**config.mk**
```make
export PLATFORM = sky130hd
export DESIGN_NAME = mem_arbiter
export DESIGN_NICKNAME = d
export VERILOG_FILES = /design/src/rtl/mem_arbiter.sv
export SDC_FILE = /design/constraint.sdc
export NUM_CORES = 1
export LEC_CHECK = 0
export BUFFER_PORTS_ARGS = -buffer_cell sky130_fd_sc_hd__clkbuf_2
export CAP_MARGIN = 20
export CORE_ASPECT_RATIO = 1.75
export CORE_UTILIZATION = 50
export DETAILED_ROUTE_END_ITERATION = 8
export PLACE_DENSITY = 0.93
export SLEW_MARGIN = 20
export SYNTH_ARGS = -nofsm -noshare
export SYNTH_HDL_FRONTEND = slang
export SYNTH_SLANG_ARGS = --single-unit
```
**constraint.sdc**
```tcl
create_clock -name clock -period 3.05 [get_ports clock]
set_clock_uncertainty 0.1 [all_clocks]
set_input_delay 0.305 -clock clock [delete_from_list [all_inputs] [get_ports clock]]
set_output_delay 0.305 -clock clock [all_outputs]
set_load 0.01 [all_outputs]
```
**src/rtl/mem_arbiter.sv**
```systemverilog
// Two-port memory arbiter: shares one synchronous memory port between the CPU
// and a host loader/debug port using an IDLE -> ACCESS -> CAPTURE sequence.
module mem_arbiter #(
  parameter int unsigned WORD_SIZE     = 16,
  parameter int unsigned MEM_ADDR_SIZE = 16,
  parameter int unsigned CPU_PRIORITY  = 0
) (
  input  logic                     clock,
  input  logic                     reset,
  input  logic                     cpu_req,
  input  logic                     cpu_we,
  input  logic [MEM_ADDR_SIZE-1:0] cpu_addr,
  input  logic [WORD_SIZE-1:0]     cpu_wdata,
  output logic                     cpu_ready,
  output logic [WORD_SIZE-1:0]     cpu_rdata,
  output logic                     cpu_stall,
  input  logic                     host_req,
  input  logic                     host_we,
  input  logic [MEM_ADDR_SIZE-1:0] host_addr,
  input  logic [WORD_SIZE-1:0]     host_wdata,
  output logic                     host_ready,
  output logic [WORD_SIZE-1:0]     host_rdata,
  input  logic                     host_lock,
  output logic [MEM_ADDR_SIZE-1:0] mem_address,
  output logic [WORD_SIZE-1:0]     mem_write_data,
  output logic                     mem_read,
  output logic                     mem_write,
  input  logic [WORD_SIZE-1:0]     mem_read_data,
  output logic                     busy,
  output logic                     owner
);

  localparam logic OWNER_CPU  = 1'b0;
  localparam logic OWNER_HOST = 1'b1;

  typedef enum logic [1:0] {
    IDLE    = 2'd0,
    ACCESS  = 2'd1,
    CAPTURE = 2'd2
  } state_t;

  typedef struct packed {
    logic                     we;
    logic [MEM_ADDR_SIZE-1:0] addr;
    logic [WORD_SIZE-1:0]     wdata;
  } access_t;

  state_t              state_q, state_d;
  access_t             acc_q, acc_d;
  logic                owner_q, owner_d;
  logic                last_owner_q, last_owner_d;
  logic [WORD_SIZE-1:0] cpu_rdata_q, host_rdata_q;
  logic                cpu_elig;
  logic                host_wins;

  // State, grant and latched request registers
  always_ff @(posedge clock) begin
    if (reset) begin
      state_q      <= IDLE;
      acc_q        <= '0;
      owner_q      <= OWNER_CPU;
      last_owner_q <= OWNER_HOST;
      cpu_rdata_q  <= '0;
      host_rdata_q <= '0;
    end else begin
      state_q      <= state_d;
      acc_q        <= acc_d;
      owner_q      <= owner_d;
      last_owner_q <= last_owner_d;
      if (cpu_ready && !acc_q.we) begin
        cpu_rdata_q <= mem_read_data;
      end
      if (host_ready && !acc_q.we) begin
        host_rdata_q <= mem_read_data;
      end
    end
  end

  // Arbitration and next-state; on a tie without CPU priority the last owner yields
  always_comb begin
    state_d      = state_q;
    acc_d        = acc_q;
    owner_d      = owner_q;
    last_owner_d = last_owner_q;
    cpu_elig     = cpu_req && !host_lock;
    host_wins    = 1'b0;
    case (state_q)
      IDLE: begin
        if (cpu_elig || host_req) begin
          if (cpu_elig && host_req) begin
            host_wins = (CPU_PRIORITY == 32'd0) && (last_owner_q == OWNER_CPU);
          end else begin
            host_wins = host_req;
          end
          owner_d      = host_wins;
          last_owner_d = host_wins;
          if (host_wins) begin
            acc_d = '{we: host_we, addr: host_addr, wdata: host_wdata};
          end else begin
            acc_d = '{we: cpu_we, addr: cpu_addr, wdata: cpu_wdata};
          end
          state_d = ACCESS;
        end
      end
      ACCESS:  state_d = CAPTURE;
      CAPTURE: state_d = IDLE;
      default: state_d = IDLE;
    endcase
  end

  // Strobes and ready are state decodes, suppressed while reset is high
  assign mem_read       = (state_q == ACCESS) && !acc_q.we && !reset;
  assign mem_write      = (state_q == ACCESS) && acc_q.we && !reset;
  assign cpu_ready      = (state_q == CAPTURE) && (owner_q == OWNER_CPU) && !reset;
  assign host_ready     = (state_q == CAPTURE) && (owner_q == OWNER_HOST) && !reset;
  assign cpu_rdata      = (cpu_ready && !acc_q.we) ? mem_read_data : cpu_rdata_q;
  assign host_rdata     = (host_ready && !acc_q.we) ? mem_read_data : host_rdata_q;
  assign cpu_stall      = cpu_req && !cpu_ready;
  assign mem_address    = acc_q.addr;
  assign mem_write_data = acc_q.wdata;
  assign busy           = (state_q != IDLE);
  assign owner          = owner_q;

endmodule

```
==> key figures, run 1 <==
Timing
  • Final-report setup violation count: 0
  • Worst slew margin: a little under three fifths
  • Worst-Margin Slew: between 0.6 and 0.7 ns
  • Final Cycle Share: approximately 79%
  • TNS Setup: 0 ns
  • Min Clock Period, post-route: approximately 2.4 ns
  • RSZ-0062 raised after global routing: false
  • Final hold violation count: 0
  • Fmax: 415 MHz
  • Pins Over Slew Limit: 0

Yosys
  • Syn_area_per_cell: 9.35 sq um
  • Top-area cell type share of the netlist area: a little over two fifths
  • Sequential area share after synthesis: 43.0%
  • Synth top area cells: dfxtp_1, a211oi_1, buf_4
  • EDFF count, synth: 0
  • Mapped Nets: about 430
  • Synth Instances: roughly 340
  • Synth async-reset ratio: 0%
  • Mapped Area: approximately 0.0032 sq mm
  • Synth warnings: 0
  • Post-synthesis cell type count: 28
  • Commonest cells post-synth: dfxtp_1, nand2_1, a21oi_1, nor2_1, a211oi_1
  • Post-synth top area cell: dfxtp_1
  • Top_reg_cell synth: dfxtp_1
  • Number of synthesized register bits: between 60 and 70
  • Most numerous cell in the Yosys netlist: dfxtp_1

Pwr
  • P_leak: roughly 2.0 nW
  • VDD IR-drop max: roughly 0.00037 V
  • Pwr Density: about 540 mW/mm^2

Floorplanning
  • Die Span X: 62.6 um
  • Core Area: ~0.0062 sq mm
  • Die span in y: roughly 110 um
  • Row cnt: 38
  • Die ar.: around 0.0068 sq mm
  • Initial Util: 52.0%
  • # IOs: around 160

Setup path
  • R2r worst-path depth: 5
  • Setup CP Type: flop to output pin
  • WP data required: ~2.6 ns
  • Worst Setup End Kind: output pin
  • CP arrival: ~2 ns
  • Critical path peak fanout: 16
  • Critical Path Start Type: flop

Worst hold path
  • Class of the worst hold path: input port to flop
  • Hold Path Stages: 3

Final layout
  • Fill cells: roughly 500
  • Final nets: about 550
  • Layout cells sized above 1: between 40% and 50%
  • Finished Cell Area: about 0.0040 sq mm
  • Synth-to-Final Area Change: 24.8%
  • ANT cells: 0

Clocking
  • Clock slew at reported path FFs: 0.07 ns
  • Later-pin clock latency in the skew report: around 0.34 ns
  • CTS Buf Count: 9
  • H-Tree Depth: 3
  • Max Buffers Root-to-Sink: 2
  • Post-CTS Hold Buffers: 0
  • Clk root buf: clkbuf_8
  • Resized cells post-CTS: 0
  • Postcts setup bufs: 0
  • CTS tree: done
  • Clock sink count: between 60 and 70

Place
  • Dpl cell area: 0.00378 sq mm
  • Placer Congestion: roughly 0.84
  • Number of port buffers: about 160
  • Post-DP HPWL: between 5000 and 6000 um

Routing
  • TritonRoute pass-1 iters: 4
  • Vias/cell: around 5
  • Starting DRT DRC Count: between 100 and 150
  • # DRC: 0
  • WL per Instance: about 14 um
  • Antenna Violating Nets Remaining: 0
  • Final wirelength: about 7600 um
  • Via count: roughly 2800

Outcome
  • Status: completed

Global route
  • GRT overflow: 0
  • Initial antenna violation count: 0
  • Total Routing Usage GR: 22.0%
  • Number of global-route vias before repair: roughly 2600
  • Largest net degree at the start of global routing: 36
  • First-pass GRT wire length: between 10000 and 15000 um

Run
  • Max-Cap Viols: 0
==> per-stage QoR <==
step / util [%] / hold WS, ns / cells / total power, mW / setup slack (ns)
detailed placement: 61.2 / 0.383 / 531 / 1.38 / 0.987
floorplan: - / 0.339 / 344 / 1.28 / 1.13
CTS: 64.9 / 0.0568 / 547 / 2.21 / 0.601
global route: 64.9 / 0.0692 / 547 / 2.28 / 0.548
global placement: 61.2 / 0.353 / 531 / 1.36 / 1.06
finish: 64.9 / 0.0768 / 547 / 2.19 / 0.642
==> final timing paths <==
path,from,to,slack (ns)
setup / recovery,owner$_SDFFE_PP0P_,cpu_rdata[1],0.64
hold / removal,cpu_addr[14],mem_address[14]$_SDFFE_PP0P_,0.08
setup reg to reg,owner$_SDFFE_PP0P_,cpu_rdata_q[0]$_SDFF_PP0_,1.16
hold reg to reg,last_owner_q$_SDFFE_PP1P_,last_owner_q$_SDFFE_PP1P_,0.39
==> report_power, final <==
| group | switching, mW | internal (mW) |
|---|---|---|
| registers | 0.0345 | 0.959 |
| clock network | 0.326 | 0.503 |
| logic | 0.204 | 0.159 |
| total | 0.565 | 1.62 |
==> state kept, by name, summed over array words and instances (netlist names) <==
signal          flops
mem_write_data     16
cpu_rdata_q        16
last_owner_q        1
host_rdata_q       16
mem_address        16
owner               1
acc_q               1
state_q             2
==> placed cells by master, fill, tap and decap left out, types with 2 or more instances in the layout <==
cell and count:
a21oi_1 35, and2b_1 6, buf_4 6, clkbuf_8 11, mux2_4 10, a211oi_1 33
nor2b_4 5, clkbuf_2 157, bufinv_16 2, and2_1 2, mux2_1 2, nand2_1 36
nor2_1 35, mux2_2 20, nor2b_1 24, dfxtp_1 69, clkinv_2 2
==> metal layers <==
layer	vias up	track usage, %	part of all wire, %	wire length (um)
li1	1365	-	-	-
met1	1300	21.4	38	2860
met2	103	41.4	55	4170
met3	15	5.80	4.6	351
met4	0	12.5	2.4	179
met5	-	0	0	0
==> cell families (layout without fill, tap and decap cells) <==
family	Yosys count	after routing	share of synthesized area (%)
AOI/OAI and AO/OA	70	70	13.7
and+or+nand+nor	116	116	19.6
buffers and inverters	57	180	11.4
DFF	69	69	43.0
muxes	32	32	12.4
==> worst max-delay path, stage by stage (launching register included) <==
cell	delay (ns)
dfxtp_1	0.38
nor4b_4	0.33
and2b_1	0.17
buf_4	0.28
mux2_2	0.39
clkbuf_2	0.13
==> cell type report <==
class                           instances  area (sq um)  area share [%]
Clock buffer                           12           155            3.87
Clock inverter                          4          70.1            1.75
Inverter                                1          3.75          0.0935
Multi-Input combinational cell        218          1470            36.7
Sequential cell                        69          1380            34.4
Tap cell                               80           100            2.49
Timing Repair Buffer                  163           831            20.7
Note: power is estimated with default switching activity, not from simulation.
==> inputs of run 2 (changes only) <==
--- a/config.mk
+++ b/config.mk
@@ -5,12 +5,13 @@
 export SDC_FILE = /design/constraint.sdc
 export NUM_CORES = 1
 export LEC_CHECK = 0
+export ABC_AREA = 1
 export BUFFER_PORTS_ARGS = -buffer_cell sky130_fd_sc_hd__clkbuf_2
 export CAP_MARGIN = 20
 export CORE_ASPECT_RATIO = 1.75
-export CORE_UTILIZATION = 50
+export CORE_UTILIZATION = 49
 export DETAILED_ROUTE_END_ITERATION = 8
-export PLACE_DENSITY = 0.93
+export PLACE_DENSITY = 0.88
 export SLEW_MARGIN = 20
 export SYNTH_ARGS = -nofsm -noshare
 export SYNTH_HDL_FRONTEND = slang
==> constraint.sdc (replaced) <==
create_clock -name clock -period 2.28 [get_ports clock]
set_clock_uncertainty 0.1 [all_clocks]
set_input_delay 0.228 -clock clock [delete_from_list [all_inputs] [get_ports clock]]
set_output_delay 0.228 -clock clock [all_outputs]
set_load 0.01 [all_outputs]
==> key figures, run 2 <==
Final layout
  • Final nets: 785
  • Layout cells sized above 1: between 30% and 40%
  • Fin cells: 793
  • Most common cell after layout, fill and taps aside: clkbuf_2
  • Commonest non-fill, non-tap cells in the layout: clkbuf_2, nand2_1, inv_1
  • Finished Cell Area: roughly 0.0048 sq mm
  • FF+latch area: between 0.001 and 0.0015 sq mm
  • Final core utilization: 60.7%
  • Fill cells: slightly above 700
  • ANT cells: 0
  • Area of the multi-input gates: approximately 0.0017 sq mm
  • Synth-to-Final Area Change: 20.3%

Setup path
  • CP arrival: ~1.8 ns
  • Crit path from: owner$_SDFFE_PP0P_
  • Setup CP Type: flop to output pin
  • Critical Path Start Type: flop
  • RR Startpoint: owner$_SDFFE_PP0P_
  • WP data required: slightly below 2 ns
  • Worst Setup End Kind: output pin
  • Critical path peak fanout: 32

Yosys
  • Most numerous cell in the Yosys netlist: nand2_1
  • Synth warnings: 0
  • Synth Instances: approximately 600
  • Synth async-reset ratio: 0%
  • Mapped Nets: ~680
  • Synth top area cells: dfxtp_1, nand2_1, inv_1
  • EDFF count, synth: 0
  • Post-synthesis cell type count: 23
  • Number of synthesized register bits: 69
  • Top_reg_cell synth: dfxtp_1
  • Sequential area share after synthesis: about a third
  • Mapped Area: about 0.004 sq mm
  • Syn_area_per_cell: ~6.7 sq um
  • Post-synth top area cell: dfxtp_1
  • Commonest cells post-synth: nand2_1, inv_1, nor2_1
  • Top-area cell type share of the netlist area: 34.9%

Routing
  • Starting DRT DRC Count: ~140
  • # DRC: 0
  • Via count: 3705
  • WL per Instance: approximately 11 um
  • Final wirelength: roughly 8600 um
  • Vias/cell: approximately 4.7
  • TritonRoute pass-1 iters: 5
  • Antenna Violating Nets Remaining: 0

Pwr
  • Pwr Density: 709 mW/mm^2
  • VDD IR-drop max: 0.000450 V
  • P_leak: between 2 and 3 nW

Clocking
  • Clock sink count: slightly below 70
  • Post-CTS Hold Buffers: 0
  • Clk root buf: clkbuf_16
  • H-Tree Depth: 3
  • CTS tree: done
  • Max Buffers Root-to-Sink: 2
  • Resized cells post-CTS: 0
  • Later-pin clock latency in the skew report: around 0.33 ns
  • Postcts setup bufs: 0
  • CTS Buf Count: 9
  • Clock slew at reported path FFs: 0.05 ns

Timing
  • RSZ-0062 raised after global routing: true
  • Hold slack: between 0.07 and 0.08 ns
  • Worst slew margin: 57.5%
  • Pins Over Slew Limit: 0
  • Final hold violation count: 0
  • Fmax: between 400 and 500 MHz
  • Min Clock Period, post-route: between 2 and 2.5 ns
  • Worst-Margin Slew: roughly 0.63 ns
  • Final Cycle Share: 94.2%
  • Final-report setup violation count: 0

Floorplanning
  • Die Span X: between 60 and 70 um
  • Initial Util: between 50% and 60%
  • Row cnt: 43
  • # IOs: 158
  • Core Area: between 0.007 and 0.008 sq mm
  • Die ar.: roughly 0.0085 sq mm
  • Die span in y: 121 um

Place
  • Number of port buffers: 157
  • Dpl cell area: around 0.0045 sq mm
  • Placer Congestion: ~0.81
  • Post-DP HPWL: between 6000 and 7000 um
  • Placed cell count: about 800

Global route
  • Total Routing Usage GR: around a fifth
  • Number of global-route vias before repair: around 3300
  • First-pass GRT wire length: about 14000 um
  • Initial antenna violation count: 0
  • GRT overflow: 0
  • Largest net degree at the start of global routing: 68

Outcome
  • Status: completed

Worst hold path
  • Class of the worst hold path: input port to flop
  • Hold Startpoint: mem_read_data[10]

Run
  • Max-Cap Viols: 0
-- run 2: cell types whose count changed in the layout (fill, tap and decap cells not counted), moves of 9 or more --
cell       before  now
inv_1           1  102
nand2_1        36  130
nor2_1         35   99
a21oi_1        35    0
nand3_1         0   35
a211oi_1       33    0
o21ai_2         1   32
a21boi_0        0   29
nor2b_1        24    0
mux2_2         20    0
mux2_4         10    0
clkbuf_16       0    9
-- run 2: power by group --
| group | internal (mW) | switching (mW) |
|---|---|---|
| Combinational | 0.249 | 0.377 |
| Sequential | 1.29 | 0.0450 |
| Clock | 0.929 | 0.492 |
| Total | 2.47 | 0.914 |
-- run 2: worst max-delay path, stage by stage (launching register included) --
cell,delay [ns]
dfxtp_1,0.38
nor2_1,0.21
nand3_4,0.39
o21ai_2,0.30
inv_1,0.07
clkbuf_2,0.12
-- run 2: cells by family (layout without fill, tap and decap cells) --
kind of cell,count (synthesis),count (layout),synth area share (%)
simple gates,284,284,29.9
buf+inv,169,283,21.4
flops,69,69,34.9
compound gates,67,67,13.9
-- run 2: per-stage QoR --
stage          setup TNS, ns  total power, mW  setup WS [ns]
6_report                   0             3.38          0.132
5_1_grt              -0.0674             3.55        -0.0286
4_1_cts                    0             3.42         0.0594
3_5_place_dp               0             1.99          0.428
3_3_place_gp               0             1.97          0.499
2_1_floorplan              0             1.85          0.855
-- run 2: area by class of cell --
| cell class | instances | share of cell area, % |
|---|---|---|
| flip-flops and latches | 69 | 29.0 |
| clock buffers | 12 | 5.59 |
| multi-input cells | 351 | 36.5 |
| well taps | 90 | 2.36 |
| inverters | 104 | 8.19 |
| repair buffers | 163 | 17.4 |
| clock inverters | 4 | 0.945 |
-- run 2: worst paths after layout --
kind	endpoint	slack, ns	cells past startpoint
worst min register to register	state_q[1]$_SDFFE_PP0P_	0.37	1
worst max-delay path	cpu_rdata[3]	0.13	5
worst min-delay path	host_rdata_q[10]$_SDFF_PP0_	0.08	3
worst max register to register	cpu_rdata_q[10]$_SDFF_PP0_	0.71	4
-- run 2: routing by layer --
| layer | wire length, um | GRT usage [%] | up-vias | part of all wire (%) |
|---|---|---|---|---|
| met5 | 0 | 0 | - | 0 |
| met3 | 649 | 5.07 | 12 | 7.5 |
| li1 | - | - | 1953 | - |
| met1 | 3350 | 22.3 | 1592 | 39 |
| met2 | 4420 | 38.5 | 148 | 51 |
| met4 | 181 | 11.6 | 0 | 2.1 |
==> inputs of run 3 (changes only) <==
--- a/config.mk
+++ b/config.mk
@@ -5,13 +5,12 @@
 export SDC_FILE = /design/constraint.sdc
 export NUM_CORES = 1
 export LEC_CHECK = 0
-export ABC_AREA = 1
 export BUFFER_PORTS_ARGS = -buffer_cell sky130_fd_sc_hd__clkbuf_2
 export CAP_MARGIN = 20
 export CORE_ASPECT_RATIO = 1.75
-export CORE_UTILIZATION = 49
+export CORE_UTILIZATION = 46
 export DETAILED_ROUTE_END_ITERATION = 8
-export PLACE_DENSITY = 0.88
+export PLACE_DENSITY = 0.87
 export SLEW_MARGIN = 20
 export SYNTH_ARGS = -nofsm -noshare
 export SYNTH_HDL_FRONTEND = slang
==> key figures, run 3 (synthesis results as in run 1) <==
Final layout
  • Commonest non-fill, non-tap cells in the layout: clkbuf_2, dfxtp_1, nand2_1
  • Final nets: 550
  • ANT cells: 0
  • Final core utilization: 60.3%
  • Most common cell after layout, fill and taps aside: clkbuf_2
  • Fill cells: approximately 610
  • Synth-to-Final Area Change: 27.5%
  • Fin cells: 552
  • Layout cells sized above 1: a little under half

Setup path
  • CP Cell Sequence: nor4b_4 > and2b_1 > buf_12 > mux2_2 > clkbuf_2
  • Worst Setup End Kind: output pin
  • Critical Path Start Type: flop
  • CP arrival: between 1.5 and 2 ns
  • Slowest-stage cell, CP: dfxtp_1
  • Setup CP Type: flop to output pin
  • Critical path peak fanout: 16
  • Buffers and inverters on the worst path: 2
  • Critical path's top delay family: simple AND/OR/NAND/NOR gates
  • Slowest stage delay, CP: between 0.3 and 0.4 ns
  • WP data required: around 2.0 ns

Timing
  • Pins Over Slew Limit: 0
  • Worst slew margin: between 50% and 60%
  • Hold slack: between 0.02 and 0.03 ns
  • Final-report setup violation count: 0
  • RSZ-0062 raised after global routing: false
  • Final Cycle Share: 95.0%
  • Final hold violation count: 0
  • TNS Setup: 0 ns
  • Min Clock Period, post-route: between 2 and 2.5 ns
  • Worst-Margin Slew: approximately 0.74 ns
  • Fmax: about 460 MHz

Place
  • Post-DP HPWL: about 5500 um
  • Number of port buffers: 157
  • Placer Congestion: 0.802
  • Placed cell count: roughly 540

Floorplanning
  • Die ar.: 0.00734 sq mm
  • Initial Util: 47.2%
  • Core Area: 0.00681 sq mm
  • Die Span X: 65.2 um
  • Die span in y: roughly 110 um
  • Row cnt: 40
  • # IOs: around 160

Global route
  • GRT overflow: 0
  • Largest net degree at the start of global routing: 66
  • First-pass GRT wire length: 11900 um
  • Total Routing Usage GR: between 20% and 30%
  • Number of global-route vias before repair: 2585
  • Initial antenna violation count: 0

Clocking
  • Clock sink count: 69
  • Later-pin clock latency in the skew report: around 0.32 ns
  • CTS Buf Count: 9
  • CTS tree: done
  • H-Tree Depth: 3
  • Postcts setup bufs: 0
  • Max Buffers Root-to-Sink: 2
  • Clock slew at reported path FFs: around 0.06 ns
  • Clk root buf: clkbuf_16

Pwr
  • P_leak: between 2 and 2.5 nW
  • Combinational Power Share: about 16%
  • Switching part of the total: a little over a quarter
  • PnR Total Power: 3.09 mW
  • Pwr Density: between 700 and 800 mW/mm^2
  • VDD IR-drop max: about 0.00044 V
  • Switching power: between 0.8 and 0.9 mW
  • Clk pwr share: about two fifths
  • Register share of total power: between 40% and 50%
  • Power Internal: about 2.3 mW

Routing
  • Via count: 2753
  • Vias/cell: around 5
  • Starting DRT DRC Count: around 110
  • Final wirelength: about 7600 um
  • TritonRoute pass-1 iters: 4
  • # DRC: 0
  • Antenna Violating Nets Remaining: 0
  • WL per Instance: 13.8 um

Worst hold path
  • Class of the worst hold path: input port to flop

Run
  • Max-Cap Viols: 0

Outcome
  • Status: completed
==> run 3: changes by cell type in the layout (fill, tap and decap cells not counted), sizes merged, moves of 33 or more <==
cell / delta
nor2: -69
nand3: -38
a21oi: +34
a211oi: +33
nand2: -100
inv: -102
a21boi: -33
==> run 3: path summary, 6_finish.rpt <==
check,start,end,slack (ns),depth (start not counted)
setup / recovery,owner$_SDFFE_PP0P_,cpu_rdata[3],0.11,5
hold / removal,cpu_addr[1],mem_address[1]$_SDFFE_PP0P_,0.03,3
setup reg to reg,owner$_SDFFE_PP0P_,cpu_rdata_q[3]$_SDFF_PP0_,0.51,5
hold reg to reg,mem_write_data[14]$_SDFFE_PP0P_,mem_write_data[14]$_SDFFE_PP0P_,0.40,2
==> run 3: layout make-up <==
| class | instances | area (sq um) | share of cell area (%) |
|---|---|---|---|
| Clock buffer | 10 | 239 | 5.83 |
| Clock inverter | 6 | 38.8 | 0.946 |
| Inverter | 1 | 3.75 | 0.0915 |
| Multi-Input combinational cell | 218 | 1470 | 35.8 |
| Sequential cell | 69 | 1380 | 33.7 |
| Tap cell | 84 | 105 | 2.56 |
| Timing Repair Buffer | 164 | 863 | 21.0 |
==> run 3: what timing repair did <==
action	CTS	global route
pin swaps	0	1
hold buffers	0	0
gates resized for setup	1	3
setup endpoints to repair	6	16
==> run 3: power by group through the flow <==
stage / logic (mW) / registers (mW) / clock network, mW
global route: 0.551 / 1.34 / 1.35
CTS: 0.500 / 1.33 / 1.29
floorplan: 0.370 / 1.34 / 0
detailed placement: 0.498 / 1.36 / 0
global placement: 0.486 / 1.35 / 0
finish: 0.496 / 1.33 / 1.26
==> run 3: worst reg2reg max path, delay by kind of cell (launching register included) <==
family / cells / cell delay (ns)
flops: 1 / 0.38
simple gates: 3 / 0.60
mux: 1 / 0.37
buf+inv: 1 / 0.17
==> run 3: per-stage QoR <==
| stage | cell area (sq um) | setup WS [ns] |
|---|---|---|
| global placement | 3810 | 0.355 |
| CTS | 4090 | 0.00579 |
| global route | 4100 | 0.00452 |
| finish | 4100 | 0.115 |
| floorplan | 3220 | 0.400 |
| detailed placement | 3810 | 0.324 |
==> run 3: per-layer routing <==
metal | wire length [um] | GRT usage, % | vias up
met5 | 0 | 0 | -
met4 | 132 | 9.71 | 0
met3 | 332 | 5.18 | 10
met2 | 4160 | 37.8 | 96
met1 | 2990 | 22.9 | 1285
li1 | - | - | 1362
